[config.mk]
export PLATFORM = sky130hd
export DESIGN_NAME = spi_xfer_sequencer
export DESIGN_NICKNAME = d
export VERILOG_FILES = /design/src/rtl/spi_xfer_sequencer.sv
export SDC_FILE = /design/constraint.sdc
export NUM_CORES = 1
export LEC_CHECK = 0
export ABC_AREA = 1
export BUFFER_PORTS_ARGS = -buffer_cell sky130_fd_sc_hd__buf_2
export CAP_MARGIN = 20
export CORE_MARGIN = 10
export CORE_UTILIZATION = 60
export DETAILED_ROUTE_END_ITERATION = 12
export GPL_TIMING_DRIVEN = 0
export PLACE_DENSITY = 0.89
export SYNTH_ARGS = -nofsm -noshare
export SYNTH_HDL_FRONTEND = slang
export SYNTH_SLANG_ARGS = --single-unit
[constraint.sdc]
create_clock -name clk -period 4.33 [get_ports clk]
set_input_delay 0.6495 -clock clk [delete_from_list [all_inputs] [get_ports clk]]
set_output_delay 0.6495 -clock clk [all_outputs]
set_load 0.02 [all_outputs]
[src/rtl/spi_xfer_sequencer.sv]
// Streams TX FIFO words through the SPI master register port (write TX, wait READY, read RX) into an RX FIFO.
// Optional SPI_SEQ_IRQ_EN: completion via m_interrupt instead of READY polling, plus a one-time IRQ-enable write.
module spi_xfer_sequencer #(
    parameter int DATA_W     = 32,
    parameter int ADDR_W     = 3,
    parameter int FIFO_AW    = 3,
    parameter int ADDR_READY = 1,
    parameter int ADDR_TX    = 2,
    parameter int ADDR_RX    = 3,
    parameter int TIMEOUT_W  = 16
`ifdef SPI_SEQ_IRQ_EN
    ,
    parameter int ADDR_IRQ_EN = 0
`endif
) (
    input  logic              clk,
    input  logic              rst,
    input  logic [DATA_W-1:0] tx_data,
    input  logic              tx_valid,
    output logic              tx_ready,
    output logic [DATA_W-1:0] rx_data,
    output logic              rx_valid,
    input  logic              rx_ready,
    output logic              busy,
    output logic              err,
    input  logic              err_clr,
    output logic [ADDR_W-1:0] m_address,
    output logic [DATA_W-1:0] m_data_in,
    input  logic [DATA_W-1:0] m_data_out,
    output logic              m_sel,
    output logic              m_read,
    output logic              m_write,
    input  logic              m_interrupt
);
    localparam int DEPTH = 1 << FIFO_AW;
    localparam logic [FIFO_AW:0] FULL_LVL = {1'b1, {FIFO_AW{1'b0}}};

    localparam logic [2:0] ST_IDLE  = 3'd0;
    localparam logic [2:0] ST_WRITE = 3'd1;
    localparam logic [2:0] ST_POLL  = 3'd2;
    localparam logic [2:0] ST_READ  = 3'd3;
    localparam logic [2:0] ST_INIT  = 3'd4;
`ifdef SPI_SEQ_IRQ_EN
    localparam logic [2:0] ST_RESET = ST_INIT;
`else
    localparam logic [2:0] ST_RESET = ST_IDLE;
`endif

    logic [DATA_W-1:0]  tx_mem_r [DEPTH];
    logic [FIFO_AW-1:0] tx_wr_ptr_r, tx_rd_ptr_r;
    logic [FIFO_AW:0]   tx_level_r;
    logic [DATA_W-1:0]  rx_mem_r [DEPTH];
    logic [FIFO_AW-1:0] rx_wr_ptr_r, rx_rd_ptr_r;
    logic [FIFO_AW:0]   rx_level_r;

    logic [2:0]           state_r;
    logic [TIMEOUT_W-1:0] timer_r;
    logic                 err_r;
    logic tx_push_s, tx_pop_s, rx_push_s, rx_pop_s, done_s;

    assign tx_ready  = (tx_level_r != FULL_LVL);
    assign tx_push_s = tx_valid && tx_ready;
    // A transfer only starts when its RX word is guaranteed a slot.
    assign tx_pop_s  = (state_r == ST_IDLE) && (tx_level_r != '0) && (rx_level_r != FULL_LVL);
    assign rx_valid  = (rx_level_r != '0);
    assign rx_pop_s  = rx_valid && rx_ready;
    assign rx_push_s = (state_r == ST_READ);
    assign rx_data   = rx_mem_r[rx_rd_ptr_r];
    assign busy      = (state_r != ST_IDLE) || (tx_level_r != '0);
    assign err       = err_r;

`ifdef SPI_SEQ_IRQ_EN
    // timer_r is still zero in the first POLL cycle, which masks the interrupt right after WRITE.
    assign done_s = m_interrupt && (timer_r != '0);
`else
    assign done_s = m_read && m_data_out[0];
    logic unused_irq_s;
    assign unused_irq_s = m_interrupt;
`endif

    // FIFO storage writes
    always_ff @(posedge clk) begin
        if (tx_push_s) tx_mem_r[tx_wr_ptr_r] <= tx_data;
        if (rx_push_s) rx_mem_r[rx_wr_ptr_r] <= m_data_out;
    end

    // FIFO pointers and levels
    always_ff @(posedge clk or negedge rst) begin
        if (!rst) begin
            tx_wr_ptr_r <= '0;
            tx_rd_ptr_r <= '0;
            tx_level_r  <= '0;
            rx_wr_ptr_r <= '0;
            rx_rd_ptr_r <= '0;
            rx_level_r  <= '0;
        end else begin
            if (tx_push_s) tx_wr_ptr_r <= tx_wr_ptr_r + 1'b1;
            if (tx_pop_s)  tx_rd_ptr_r <= tx_rd_ptr_r + 1'b1;
            if (rx_push_s) rx_wr_ptr_r <= rx_wr_ptr_r + 1'b1;
            if (rx_pop_s)  rx_rd_ptr_r <= rx_rd_ptr_r + 1'b1;
            case ({tx_push_s, tx_pop_s})
                2'b10:   tx_level_r <= tx_level_r + 1'b1;
                2'b01:   tx_level_r <= tx_level_r - 1'b1;
                default: tx_level_r <= tx_level_r;
            endcase
            case ({rx_push_s, rx_pop_s})
                2'b10:   rx_level_r <= rx_level_r + 1'b1;
                2'b01:   rx_level_r <= rx_level_r - 1'b1;
                default: rx_level_r <= rx_level_r;
            endcase
        end
    end

    // Transfer FSM with registered master-port outputs
    always_ff @(posedge clk or negedge rst) begin
        if (!rst) begin
            state_r   <= ST_RESET;
            timer_r   <= '0;
            err_r     <= 1'b0;
            m_address <= '0;
            m_data_in <= '0;
            m_sel     <= 1'b0;
            m_read    <= 1'b0;
            m_write   <= 1'b0;
        end else begin
            m_sel   <= 1'b0;
            m_read  <= 1'b0;
            m_write <= 1'b0;
            if (err_clr) err_r <= 1'b0;
            case (state_r)
                ST_IDLE: begin
                    if (tx_pop_s) begin
                        m_sel     <= 1'b1;
                        m_write   <= 1'b1;
                        m_address <= ADDR_W'(ADDR_TX);
                        m_data_in <= tx_mem_r[tx_rd_ptr_r];
                        state_r   <= ST_WRITE;
                    end
                end
                ST_WRITE: begin
                    timer_r <= '0;
                    state_r <= ST_POLL;
`ifndef SPI_SEQ_IRQ_EN
                    m_sel     <= 1'b1;
                    m_read    <= 1'b1;
                    m_address <= ADDR_W'(ADDR_READY);
`endif
                end
                ST_POLL: begin
                    if (done_s) begin
                        m_sel     <= 1'b1;
                        m_read    <= 1'b1;
                        m_address <= ADDR_W'(ADDR_RX);
                        state_r   <= ST_READ;
                    end else if (&timer_r) begin
                        err_r   <= 1'b1;
                        state_r <= ST_IDLE;
                    end else begin
                        timer_r <= timer_r + 1'b1;
`ifndef SPI_SEQ_IRQ_EN
                        m_sel  <= 1'b1;
                        m_read <= 1'b1;
`endif
                    end
                end
                ST_READ: begin
                    state_r <= ST_IDLE;
                end
`ifdef SPI_SEQ_IRQ_EN
                ST_INIT: begin
                    m_sel     <= 1'b1;
                    m_write   <= 1'b1;
                    m_address <= ADDR_W'(ADDR_IRQ_EN);
                    m_data_in <= DATA_W'(1);
                    state_r   <= ST_IDLE;
                end
`endif
                default: begin
                    state_r <= ST_IDLE;
                end
            endcase
        end
    end
endmodule

# Yosys cells after proc, flatten, opt, wreduce, memory -nomap -nowiden
# Memories as Yosys holds them, arrays and structs flattened. A register that Yosys moved wholly into a read port is not among the register bits.
# Cells that the tools add are included.
[op_classes]
n_addsub = 9
n_eq_ne = 14
n_mux = 26
n_reduce_logical = 20
[ops]
columns = ["op", "n"]
rows = [
  ["two-way mux 16 bit", 2],
  ["case mux 16 bit (2 select lines)", 1],
  ["case mux 3 bit (3 select lines)", 2],
  ["adder 16 x 1 -> 16 bit, second input constant", 1],
  ["case mux 4 bit (2 select lines)", 2],
  ["AND reduction 16 bit", 1],
  ["two-way mux 3 bit", 5],
  ["adder 3 x 1 -> 3 bit, second input constant", 4],
  ["two-way mux 1 bit", 12],
  ["adder 4 x 1 -> 4 bit, second input constant", 2],
  ["inequality test 2 bit, second input constant", 4],
  ["inequality test 4 bit, second input constant", 2],
  ["nonzero test 4 bit", 2],
  ["subtractor 4 x 1 -> 4 bit, second input constant", 2],
  ["equality test 3 x 2 -> 1 bit, second input constant", 2],
  ["AND reduction 3 bit", 2],
  ["nonzero test 2 bit", 3],
  ["nonzero test 3 bit", 2],
  ["logical AND 1 bit", 5],
  ["equality test 2 x 1 -> 1 bit, second input constant", 2],
  ["equality test 2 bit, second input constant", 2],
  ["AND reduction 2 bit", 2],
  ["equality test 3 x 1 -> 1 bit, second input constant", 1],
  ["zero test 3 bit", 1],
  ["5 further kinds", 5],
]
[word_totals]
reg_bits = 46
mem_bits_rw = 512
in_bits = 70
output_inout_bits = 74
elab_cells = 84
n_memories = 2
[memory_table]
columns = ["memory", "words", "word_bits", "rd", "rd_ports_with_merged_regs", "wr", "line", "text"]
rows = [
  ["rx_mem_r", 8, 32, 1, 0, 1, "52", "logic [DATA_W-1:0] rx_mem_r [DEPTH];"],
  ["tx_mem_r", 8, 32, 1, 1, 1, "49", "logic [DATA_W-1:0] tx_mem_r [DEPTH];"],
]

# Longest topological paths before layout
# Gate-level depths: netlist of run 1.
[depth]
ltp_word = 5
ltp_mapped = 14
depth_no_buf = 13

# Worst setup path before layout of run 1
# OpenSTA, ideal clock, no wires.
[synth_path]
path_kind = "reg-to-reg"
startpoint = "register state_r[0]"
endpoint = "memory rx_mem_r[0][0], enable pin"
setup_ps = 421
t_arrival_ps = 2431
required_time_ps = 3909
setup_slack_ps = 1478
path_stages_with_launch = 5
n_path_buf = 0
period_less_slack_ps = 2852
cell_sequence = "dfrtp_1 -> ha_1 -> inv_1 -> or2_2 -> nor2_1"
[synth_via]
elab_chain_cells = 3
[synth_rtl]
columns = ["element", "line", "text"]
rows = [
  ["start, declared", "56", "logic [2:0] state_r;"],
  ["start signal, assigned", "117", "state_r <= ST_RESET;"],
  ["start signal, assigned", "137", "state_r <= ST_WRITE;"],
  ["start signal, assigned", "142", "state_r <= ST_POLL;"],
  ["equality test 3 x 2 -> 1 bit", "67", "assign rx_push_s = (state_r == ST_READ);"],
  ["two-way mux 1 bit", "84", "if (rx_push_s) rx_mem_r[rx_wr_ptr_r] <= m_data_out;"],
  ["two-way mux 1 bit (implied by the code)", "84", ""],
  ["end, declared", "52", ""],
]
# No other way between the ends.

# Worst setup path after layout of run 1
[layout_path]
startpoint = "register rx_rd_ptr_r[1]"
endpoint = "output rx_data[0]"
[layout_via]
elab_chain_cells = 1
[layout_rtl]
columns = ["element", "line", "text"]
rows = [
  ["start, declared", "53", "logic [FIFO_AW-1:0] rx_wr_ptr_r, rx_rd_ptr_r;"],
  ["start signal, assigned", "100", "if (rx_pop_s) rx_rd_ptr_r <= rx_rd_ptr_r + 1'b1;"],
  ["memory (8 x 32 bit)", "n/a", ""],
  ["end, declared", "21", "output logic [DATA_W-1:0] rx_data,"],
]
# No other way between the ends.

==> parameters.txt, run 1 <==
Parameter                              Value

Outcome
  Result of the run    finished, final reports clean

Synth
  Simple logic cell fraction of the synthesized area    0.147
  Part of the Yosys area used for sequential elements    0.726
  Multiplexer fraction of the synthesized cell area    0
  Cells after synthesis    roughly 2000
  Top cells by area in the synthesized netlist    edfxtp_1 65%, dfrtp_1 8.0%, nor2_1 7.3%
  Post-Synth Adder-Cell Area    0.00925
  Synthesized netlist net count    2100
  Post-synthesis instance area    23800 um^2
  Share of the synthesized area in compound gates (AO/OA/AOI/OAI)    0.0819
  Main combinational cell family by area after synthesis    simple AND/OR/NAND/NOR gates
  Library cells used by synthesis    40
  Cell accounting for the most synthesized area    edfxtp_1
  Synth top area share    0.646
  Ys Warns    0
  XOR/XNOR share of the synthesized area    0.00478
  Number of register bits inferred by synthesis    588
  Mean instance size in the synthesized netlist    about 12 um^2

Route
  Detail Route Antenna Nets    0
  Post-DR wirelength/cell    around 23 um
  DRC marker count from the first detailed-route iteration    2496
  Overall routed net length    63800 um
  Post-Route M1 WL    21800 um
  Routed met3 length    approximately 6600 um
  Length of the first detailed-routing pass in iterations    6
  Number of vias after detailed routing    17100
  Via/cell ratio    approximately 6
  Met2 Routed Length    33100 um
  DRC Markers    0
  Uppermost routed layer    met5

Clock network
  Root cell of the clock tree    clkbuf_16
  CTS max path bufs    3
  Number of clock sinks seen by CTS    588
  CTS H-tree lvls    2
  CTS buffer count    55
  Clock input transition at the sequential cells of the worst setup and hold paths    0.06 ns
  CTS Hold Buffers Added    1
  Count of cells resized by post-cts repair    0
  Clk Latency, worst-skew pair    0.61 ns
  TritonCTS clock tree    built
  Total setup buffers inserted after CTS    0

Layout
  Signed area change from the synthesized netlist to the final layout    15.7%
  Share of cells above drive strength 1    0.146
  Number of filler cells placed in the layout    2456
  Final-stage net count    between 2000 and 2500
  Post-layout util    0.707

Setup path
  Setup crit start    rx_rd_ptr_r[1]
  Critical path class    flop to primary output
  Buf/Inv on CP    3
  Worst path arrival time    roughly 2.7 ns
  Crit end category    primary output
  Worst path top cell family by delay    buffers and inverters
  Max incr delay on CP    0.51 ns
  Startpoint type of the worst setup path    flop
  Crit path max-delay cell type    clkbuf_1
  Cell breakdown of the critical path    buf_2 > clkbuf_1 > o21ai_0 > o21ai_0 > nand2_1 > nand2_1 > buf_2
  Worst R2R Start    state_r[0]
  Worst-path fanout max    10
  Required time reported for the critical path endpoint    between 3 and 4 ns

Placed design
  Hpwl dp    41100 um
  IO Port Bufs    141
  Final estimated routing congestion in global placement    0.887

Global routing
  Antenna violations before repair    10
  Maximum number of pins on one net before global-route repair    47
  Via count of the first global-routing pass    17700
  Overall overflow remaining after global route    0
  All-Layer GR Usage    0.263
  Global-route wire length before repair    97200 um

STA
  Highest achievable clock rate    301 MHz
  Number of setup violations in the final report    0
  RSZ-0062 raised after global routing    false
  Fin Setup TNS    0 ns
  Final cycle utilization of the critical path    0.767
  Hold Fails Final Rpt    0
  Final Skew    roughly 0.015 ns
  Worst-case headroom to the max-slew limit    0.377
  Final-report max-slew violation count    0
  Measured slew at the worst slew-check pin    0.934 ns
  Final Critical Period    3.32 ns

Die
  Chip height    roughly 220 um
  Number of placement rows    slightly above 70
  IO Count    144
  Total Die Area    48000 um^2
  Total core area    between 30000 and 40000 um^2
  Starting utilization of the core area    0.611
  Die boundary width    219 um

Job
  Maximum Capacitance Violations    0

Power
  Leak    10.2 nW
  Power density relative to cell area    719 nW/um^2
  Peak supply drop    0.537 mV

Worst hold path
  Worst min-delay path startpoint    err_clr
  Min-Delay Path Class    primary input to flop
[final cells by class]
cell class | instances | area (um^2) | share of cell area
Timing Repair Buffer | 159 | 1130 | 0.0409
Multi-Input combinational cell | 1268 | 5900 | 0.214
Tap cell | 518 | 648 | 0.0235
Buffer | 108 | 552 | 0.0200
Antenna cell | 7 | 17.5 | 0.000636
Clock buffer | 68 | 1480 | 0.0537
Sequential cell | 588 | 17300 | 0.628
Inverter | 49 | 188 | 0.00682
Clock inverter | 35 | 342 | 0.0124
[cell families after synthesis]
| group | after synthesis |
|---|---|
| flops | 588 |
| fa+ha+maj | 17 |
| buf+inv | 157 |
| compound gates | 371 |
| xor+xnor | 13 |
| simple gates | 866 |
| other cells | 1 |
[cells in the final DEF, fill, tap and decap left out, types with 6 or more instances in the layout]
master / Yosys / final
buf_2: 33 / 173
nor2_1: 465 / 449
ha_1: 16 / 16
buf_12: 0 / 8
nand3_1: 101 / 101
clkbuf_1: 48 / 58
clkinv_1: 2 / 12
o21ai_0: 265 / 265
buf_16: 0 / 9
dfrtp_1: 76 / 76
nand2_1: 269 / 269
buf_6: 7 / 7
nor2_4: 2 / 18
clkinv_2: 1 / 11
clkbuf_16: 0 / 57
xor2_1: 10 / 10
inv_1: 42 / 42
diode_2: 0 / 7
o211ai_1: 32 / 32
o21ai_1: 66 / 66
bufinv_16: 0 / 6
buf_1: 6 / 6
buf_4: 14 / 15
edfxtp_1: 512 / 512
[flip-flops by register name, summed over array words and instances (netlist names)]
| signal | flops |
|---|---|
| rx_wr_ptr_r | 3 |
| tx_wr_ptr_r | 3 |
| rx_mem_r | 256 |
| tx_rd_ptr_r | 3 |
| tx_mem_r | 256 |
| err | 1 |
| rx_level_r | 4 |
| m_write | 1 |
| state_r | 2 |
| m_sel | 1 |
| tx_level_r | 4 |
| m_data_in | 32 |
| m_address | 2 |
| timer_r | 16 |
| rx_rd_ptr_r | 3 |
| m_read | 1 |
[final timing paths]
path,endpoint,slack (ns),cells past startpoint
max in group asynchronous,m_data_in[14],3.15,3
min,err,0.23,2
max reg2reg,tx_level_r[2],1.53,13
max,rx_data[0],1.01,7
min in group asynchronous,m_sel,0.55,2
min reg2reg,m_data_in[12],0.48,2
[report_power, final]
part           switching (mW)  internal [mW]  total [mW]
combinational            5.41           2.19        7.60
clock                    2.10           2.79        4.89
sequential              0.335           6.97        7.30
total                    7.85           11.9        19.8
[cells in the mapped netlist (all sizes together)]
cell type  number
edfxtp        512
nor2          470
o21ai         331
nand2         277
nand3         102
dfrtp          76
buf            60
clkbuf         48
inv            46
o211ai         32
ha             16
xor2           10
nand4           5
nor3            5
a21oi           3
clkinv          3
o21bai          3
xnor2           3
nand3b          2
nor3b           2
or2             2
a21boi          1
and2            1
conb            1
fa              1
o22ai           1
[through the flow]
| step | hold WS [ns] | power [mW] | instance area, um^2 | worst slack, ns | std cells |
|---|---|---|---|---|---|
| 3_3_place_gp | 0.458 | 14.2 | 25100 | 0.0922 | 2672 |
| 5_1_grt | 0.216 | 20.7 | 27500 | 0.911 | 2795 |
| 3_5_place_dp | 0.461 | 14.8 | 25700 | 1.52 | 2689 |
| 6_report | 0.226 | 19.8 | 27500 | 1.01 | 2800 |
| 4_1_cts | 0.204 | 19.7 | 27500 | 1.04 | 2793 |
| 2_1_floorplan | 0.354 | 12.0 | 23800 | 1.48 | 2013 |
[layer usage]
layer  GRT usage  up-vias
li1            -     7467
met1       0.299     8194
met2       0.467     1212
met3      0.0550      208
met4       0.128       12
met5           0        -
No activity file was read; power rests on OpenSTA's default activity.
==> run 2: changes to the inputs <==
CORE_UTILIZATION = 55   (was 60)
PLACE_DENSITY = 0.86   (was 0.89)
clock period = 2.7 ns   (was 4.33 ns; I/O delays follow)
==> run 2 against run 1 <==
Compared with the run above:
- the flow now finishes with violations (setup timing)
- critical path depth increased by 3
- power increased by 65%
- cell count increased by 2.6%
- flip-flop and latch count unchanged
- non-clock buffer count increased by 1
- wire length decreased by 0.29%
- die area increased by 8.2%
- largest cell class unchanged
- highest routed layer unchanged
==> parameters.txt, run 2 (synthesis gave the netlist of run 1 again) <==
Parameter                              Value

Route
  DRC Markers    0 (unchanged)
  Overall routed net length    63700 um (-0.29%)
  Via/cell ratio    5.89 (-3.5%)
  Post-DR wirelength/cell    22.2 um (-2.8%)
  Length of the first detailed-routing pass in iterations    5 (-1)
  DRC marker count from the first detailed-route iteration    2417 (-3.2%)
  Detail Route Antenna Nets    0 (unchanged)
  Number of vias after detailed routing    16900 (-1.0%)

Power
  Leak    10.4 nW (+1.9%)
  Peak supply drop    0.901 mV (+68%)
  Power Internal    19.9 mW (+67%)
  Power density relative to cell area    1170 nW/um^2 (+62%)
  Sequential fraction of design power    0.359 (-0.010)
  Sw Ratio    0.389 (-0.00773)
  Combinational share of power    0.385 (about the same)
  Net switching power figure    12.7 mW (+62%)
  Power share of the clock group    0.256 (+0.009)

STA
  Worst setup margin    -0.0871 ns (-1.09 ns)
  Measured slew at the worst slew-check pin    0.829 ns (-0.105 ns)
  Highest achievable clock rate    359 MHz
  Final Skew    0.0253 ns (+0.0100 ns)
  Final cycle utilization of the critical path    1.03
  Final Critical Period    2.79 ns
  Hold Fails Final Rpt    0 (unchanged)
  Final-report max-slew violation count    0 (unchanged)
  Worst-case headroom to the max-slew limit    0.447 (+0.0700)
  Fin Setup TNS    -0.117 ns (-0.117 ns)
  RSZ-0062 raised after global routing    true
  Number of setup violations in the final report    3 (+3)

Clock network
  Clock input transition at the sequential cells of the worst setup and hold paths    0.06 ns (about the same)
  Number of clock sinks seen by CTS    588 (unchanged)
  Root cell of the clock tree    clkbuf_16
  TritonCTS clock tree    built
  CTS buffer count    58 (+5.5%)
  CTS max path bufs    3 (unchanged)
  Clk Latency, worst-skew pair    0.63 ns (+0.02 ns)
  CTS H-tree lvls    2 (unchanged)

Outcome
  Violated checks    setup timing
  Result of the run    finished with violations

Setup path
  Buf/Inv on CP    4 (+1)
  Worst path top cell family by delay    buffers and inverters
  Max incr delay on CP    0.45 ns (-0.06 ns)
  Startpoint type of the worst setup path    flop
  Crit path max-delay cell type    dfrtp_2
  Crit end category    primary output
  Worst-path fanout max    10 (unchanged)
  Required time reported for the critical path endpoint    2.30 ns (-1.38 ns)
  Critical path class    flop to primary output
  Worst path arrival time    2.38 ns (-0.29 ns)
  Cell breakdown of the critical path    buf_8 > buf_12 > buf_8 > nor2_2 > nor2_1 > o21ai_0 > o21ai_0 > nand2_1 > nand2_2 > buf_4

Layout
  Share of cells above drive strength 1    0.166 (+0.0197)
  Non-filler cells, final    2872 (+2.6%)
  Non-Filler Cell Area, Final    28000 um^2 (+1.6%)
  Signed area change from the synthesized netlist to the final layout    17.6%
  Final-stage net count    2320 (+0.17%)
  Largest registers in the final layout    rx_mem_r (256), tx_mem_r (256), m_data_in (32)
  Most used cells in the layout excluding fill and tap cells    512 x edfxtp_1, 443 x nor2_1, 263 x nand2_1, 257 x o21ai_0, 153 x buf_2
  Leading cell type in the layout, fill and taps excluded    edfxtp_1

Die
  Die boundary width    228 um (+4.0%)
  Starting utilization of the core area    0.555 (-0.0566)
  Total core area    42900 um^2 (+10%)
  Chip height    228 um (+4.0%)
  Total Die Area    52000 um^2 (+8.2%)
  Number of placement rows    76 (+5.6%)
  IO Count    144 (unchanged)

Global routing
  Overall overflow remaining after global route    0 (unchanged)
  Global-route wire length before repair    96200 um (-0.99%)
  Maximum number of pins on one net before global-route repair    64 (+36%)
  Via count of the first global-routing pass    17000 (-3.4%)
  All-Layer GR Usage    0.235 (-0.0280)
  Antenna violations before repair    11 (+1)

Placed design
  Number of placed instances, taps included    2756 (+2.5%)
  IO Port Bufs    141 (unchanged)
  Final estimated routing congestion in global placement    0.871 (-1.8%)
  Worst Setup Slack post-DPL    -0.339 ns (-1.86 ns)
  Cell Area, Placed    25700 um^2 (+0.27%)
  Hpwl dp    39900 um (-2.8%)

Worst hold path
  Min-Delay Path Class    primary input to flop

Job
  Maximum Capacitance Violations    0 (unchanged)
==> run 2: cell count changes in the layout (fill, tap and decap cells not counted), sizes merged <==
cell | previous run | this run
clkbuf | 116 | 122
diode | 7 | 5
dlygate4sd3 | 1 | 2
buf | 218 | 217
clkinvlp | 4 | 2
bufinv | 6 | 9
==> run 2: cell type report <==
cell class	count	area [um^2]
diodes	5	12.5
plain buffers	106	669
clock buffers	73	1550
clock inverters	36	427
fillers	2864	14900
inverters	49	189
multi-input cells	1268	5950
flip-flops and latches	588	17300
well taps	585	732
repair buffers	162	1170
==> run 2: final timing paths <==
check                          startpoint               to  slack, ns  cells past startpoint
hold reg to reg              m_data_in[4]     m_data_in[4]       0.47                      2
min in group asynchronous             rst      timer_r[12]       0.19                      2
setup / recovery           rx_rd_ptr_r[0]      rx_data[28]      -0.09                     10
hold / removal             m_data_out[31]  rx_mem_r[5][31]       0.03                      1
max in group asynchronous             rst   rx_rd_ptr_r[0]       1.87                      3
setup reg to reg               state_r[0]    tx_level_r[2]       0.24                     12
==> run 2: metrics by stage <==
step,utilization,power [mW],hold slack (ns)
3_3_place_gp,0.588,22.8,0.456
2_1_floorplan,-,19.2,0.109
3_5_place_dp,0.600,23.6,0.281
4_1_cts,0.649,32.3,0.0138
6_report,0.652,32.6,0.0322
5_1_grt,0.652,34.3,0.0351
==> run 2: repair_timing <==
action	in CTS	in global routing
hold buffers	2	0
endpoints found under the setup margin	35	33
setup buffers	1	1
gates resized for setup	44	66
endpoints found under the hold margin	64	0
pin swaps	1	0
==> run 2: power by group through the flow <==
stage               Sequential (mW)  Combinational (mW)  Clock, mW
finish                         11.7                12.6       8.35
global route                   11.8                13.7       8.80
CTS                            11.7                12.2       8.41
detailed placement             11.8                11.8          0
global placement               11.8                11.0          0
floorplan                      12.1                7.09          0
==> run 2: routing by layer <==
metal | up-vias | GRT usage | wire length, um
li1 | 7489 | - | -
met1 | 8150 | 0.270 | 22000
met2 | 1093 | 0.423 | 33400
met3 | 177 | 0.0468 | 6240
met4 | 12 | 0.0987 | 2010
met5 | - | 0 | 88
==> run 3: changes to the inputs <==
CORE_UTILIZATION = 57   (was 55)
CTS_BUF_LIST = sky130_fd_sc_hd__clkbuf_4 sky130_fd_sc_hd__clkbuf_8   (was unset)
PLACE_DENSITY = 0.88   (was 0.86)
==> run 3 against run 2 <==
Compared with the run above:
- the run now ends clean
- sequential share of layout area down 1.4 points
- global-route usage up 2.0 points
- maximum frequency up 3.8%
- final area up 2.3%
- flip-flop and latch count unchanged
- via count up 6.0%
- non-clock buffer count up 61
- power up 0.48%
- combinational power up 5%
- die area down 3.2%
- cell count up 2.3%
- critical path depth unchanged
==> parameters.txt, run 3 (synthesis gave the netlist of run 1 again) <==
Parameter                              Value

Setup path
  Crit path max-delay cell type    dfrtp_2
  Cell breakdown of the critical path    buf_6 > buf_12 > buf_12 > nor2_4 > nor2_1 > o21ai_1 > o21ai_1 > nand2_1 > nand2_2 > buf_4
  R2r worst-path depth    13 (+1)
  Worst-path fanout max    10 (unchanged)
  Worst R2R Start    state_r[0]
  Minimum setup slack among reg-to-reg paths    0.10 ns (-0.14 ns)
  Required time reported for the critical path endpoint    2.30 ns (about the same)
  Startpoint type of the worst setup path    flop
  Max incr delay on CP    0.45 ns (about the same)
  Critical path class    flop to primary output
  Critical register-to-register path endpoint    tx_level_r[2]
  Worst path arrival time    2.28 ns (-0.10 ns)
  Crit end category    primary output
  Setup crit start    rx_rd_ptr_r[0]

STA
  Worst-case headroom to the max-slew limit    0.394 (-0.0530)
  Number of setup violations in the final report    0 (-3)
  Highest achievable clock rate    372 MHz (+3.8%)
  RSZ-0062 raised after global routing    true
  Final Critical Period    2.69 ns (-0.102 ns)
  Worst hold slack    0.0440 ns (+0.0117 ns)
  Measured slew at the worst slew-check pin    0.909 ns (+0.0796 ns)
  Final Skew    0.0368 ns (+0.0116 ns)
  Fin Setup TNS    0 ns (+0.117 ns)
  Final-report max-slew violation count    0 (unchanged)
  Final cycle utilization of the critical path    0.995 (-0.0377)
  Hold Fails Final Rpt    0 (unchanged)
  Worst setup margin    0.0146 ns (+0.102 ns)

Layout
  Signed area change from the synthesized netlist to the final layout    20.2%
  Number of filler cells placed in the layout    2560 (-11%)
  Share of cells above drive strength 1    0.190 (+0.0248)
  Final-stage net count    2415 (+4.1%)
  Non-Filler Cell Area, Final    28600 um^2 (+2.3%)
  Leading cell type in the layout, fill and taps excluded    edfxtp_1
  Most used cells in the layout excluding fill and tap cells    512 x edfxtp_1, 439 x nor2_1, 261 x nand2_1, 246 x o21ai_0, 150 x buf_2
  Post-layout util    0.698 (+0.0453)
  Largest registers in the final layout    rx_mem_r (256), tx_mem_r (256), m_data_in (32)

Route
  Via/cell ratio    6.10 (+3.6%)
  DRC Markers    0 (unchanged)
  Overall routed net length    67200 um (+5.5%)
  Length of the first detailed-routing pass in iterations    5 (unchanged)
  DRC marker count from the first detailed-route iteration    2574 (+6.5%)
  Post-DR wirelength/cell    22.9 um (+3.1%)
  Detail Route Antenna Nets    0 (unchanged)
  Number of vias after detailed routing    17900 (+6.0%)

Clock network
  CTS buffer count    92 (+59%)
  CTS max path bufs    3 (unchanged)
  Root cell of the clock tree    clkbuf_8
  TritonCTS clock tree    built
  CTS H-tree lvls    3 (+1)
  Clk Latency, worst-skew pair    0.68 ns (+0.05 ns)
  Number of clock sinks seen by CTS    588 (unchanged)
  Clock input transition at the sequential cells of the worst setup and hold paths    0.06 ns (about the same)

Power
  Peak supply drop    0.929 mV (+3.1%)
  Leak    10.7 nW (+3.5%)
  Power density relative to cell area    1150 nW/um^2 (-1.8%)

Worst hold path
  Hold path depth    1 (unchanged)
  Hold worst-path end    tx_mem_r[0][1]
  Min-Delay Path Class    primary input to flop
  Worst min-delay path startpoint    tx_data[1]

Die
  IO Count    144 (unchanged)
  Total Die Area    50300 um^2 (-3.2%)
  Starting utilization of the core area    0.580 (+0.0253)
  Total core area    41000 um^2 (-4.4%)
  Die boundary width    224 um (-1.6%)
  Chip height    224 um (-1.6%)
  Number of placement rows    74 (-2.6%)

Global routing
  Global-route wire length before repair    99800 um (+3.7%)
  Antenna violations before repair    2 (-9)
  Maximum number of pins on one net before global-route repair    47 (-27%)
  Via count of the first global-routing pass    18200 (+6.9%)
  All-Layer GR Usage    0.255 (+0.0200)
  Overall overflow remaining after global route    0 (unchanged)

Outcome
  Result of the run    finished, final reports clean

Placed design
  Cell Area, Placed    25700 um^2 (-0.14%)
  Final estimated routing congestion in global placement    0.929 (+6.7%)
  IO Port Bufs    141 (unchanged)
  Hpwl dp    40900 um (+2.5%)
  Worst Setup Slack post-DPL    -0.248 ns (+0.0914 ns)

Job
  Maximum Capacitance Violations    0 (unchanged)
run 3: cell types whose count changed in the layout (fill, tap and decap cells not counted), sizes merged:
cell and change:
buf +9, clkinvlp +2, diode -3, bufinv -5
inv +5, dlygate4sd3 +54, clkinv +5, clkbuf +53
run 3: worst max path at each step:
stage,endpoint,slack [ns],cells after the start
4_1_cts,rx_data[27],-0.03,7
3_5_place_dp,tx_level_r[2],-0.25,13
5_1_grt,rx_data[31],-0.11,9
3_3_place_gp,tx_mem_r[2][26],-1.42,5
6_report,rx_data[22],0.01,10
2_1_floorplan,rx_mem_r[0][0],-0.15,4
run 3: where the power goes:
group	switching, mW	internal [mW]
clock	3.59	4.29
combinational	9.01	4.18
sequential	0.549	11.2
total	13.2	19.6
run 3: worst max-delay path, delay by kind of cell (launching register included):
family	cells	cell delay, ns
and+or+nand+nor	4	0.33
DFF	1	0.45
AOI/OAI and AO/OA	2	0.20
buffers and inverters	4	0.62
run 3: repair_timing:
item,4_1_cts,5_1_grt
gates resized for setup,46,110
endpoints found under the setup margin,35,33
setup buffers,2,3
hold buffers,56,0
cloned,0,3
pin swaps,1,3
hold endpoints to repair,415,0
run 3: routing by layer:
metal,vias up,track usage,wire [um]
li1,7686,-,-
met1,8557,0.285,22300
met2,1427,0.453,34500
met3,261,0.0554,7330
met4,2,0.135,3010
met5,-,0,13
run 3: metrics by stage:
stage               power, mW  std cells
finish                   32.8       2939
floorplan                19.2       2013
global route             34.3       2938
detailed placement       23.7       2703
CTS                      31.8       2931
global placement         22.8       2686
run 3: area by class of cell:
cell class / count / area [um^2] / share of cell area
repair buffers: 222 / 1840 / 0.0642
clock buffers: 128 / 1610 / 0.0563
clock inverters: 43 / 332 / 0.0116
plain buffers: 107 / 728 / 0.0254
inverters: 49 / 188 / 0.00656
well taps: 532 / 666 / 0.0233
flip-flops and latches: 588 / 17300 / 0.604
diodes: 2 / 5.00 / 0.000175
multi-input cells: 1268 / 5970 / 0.209
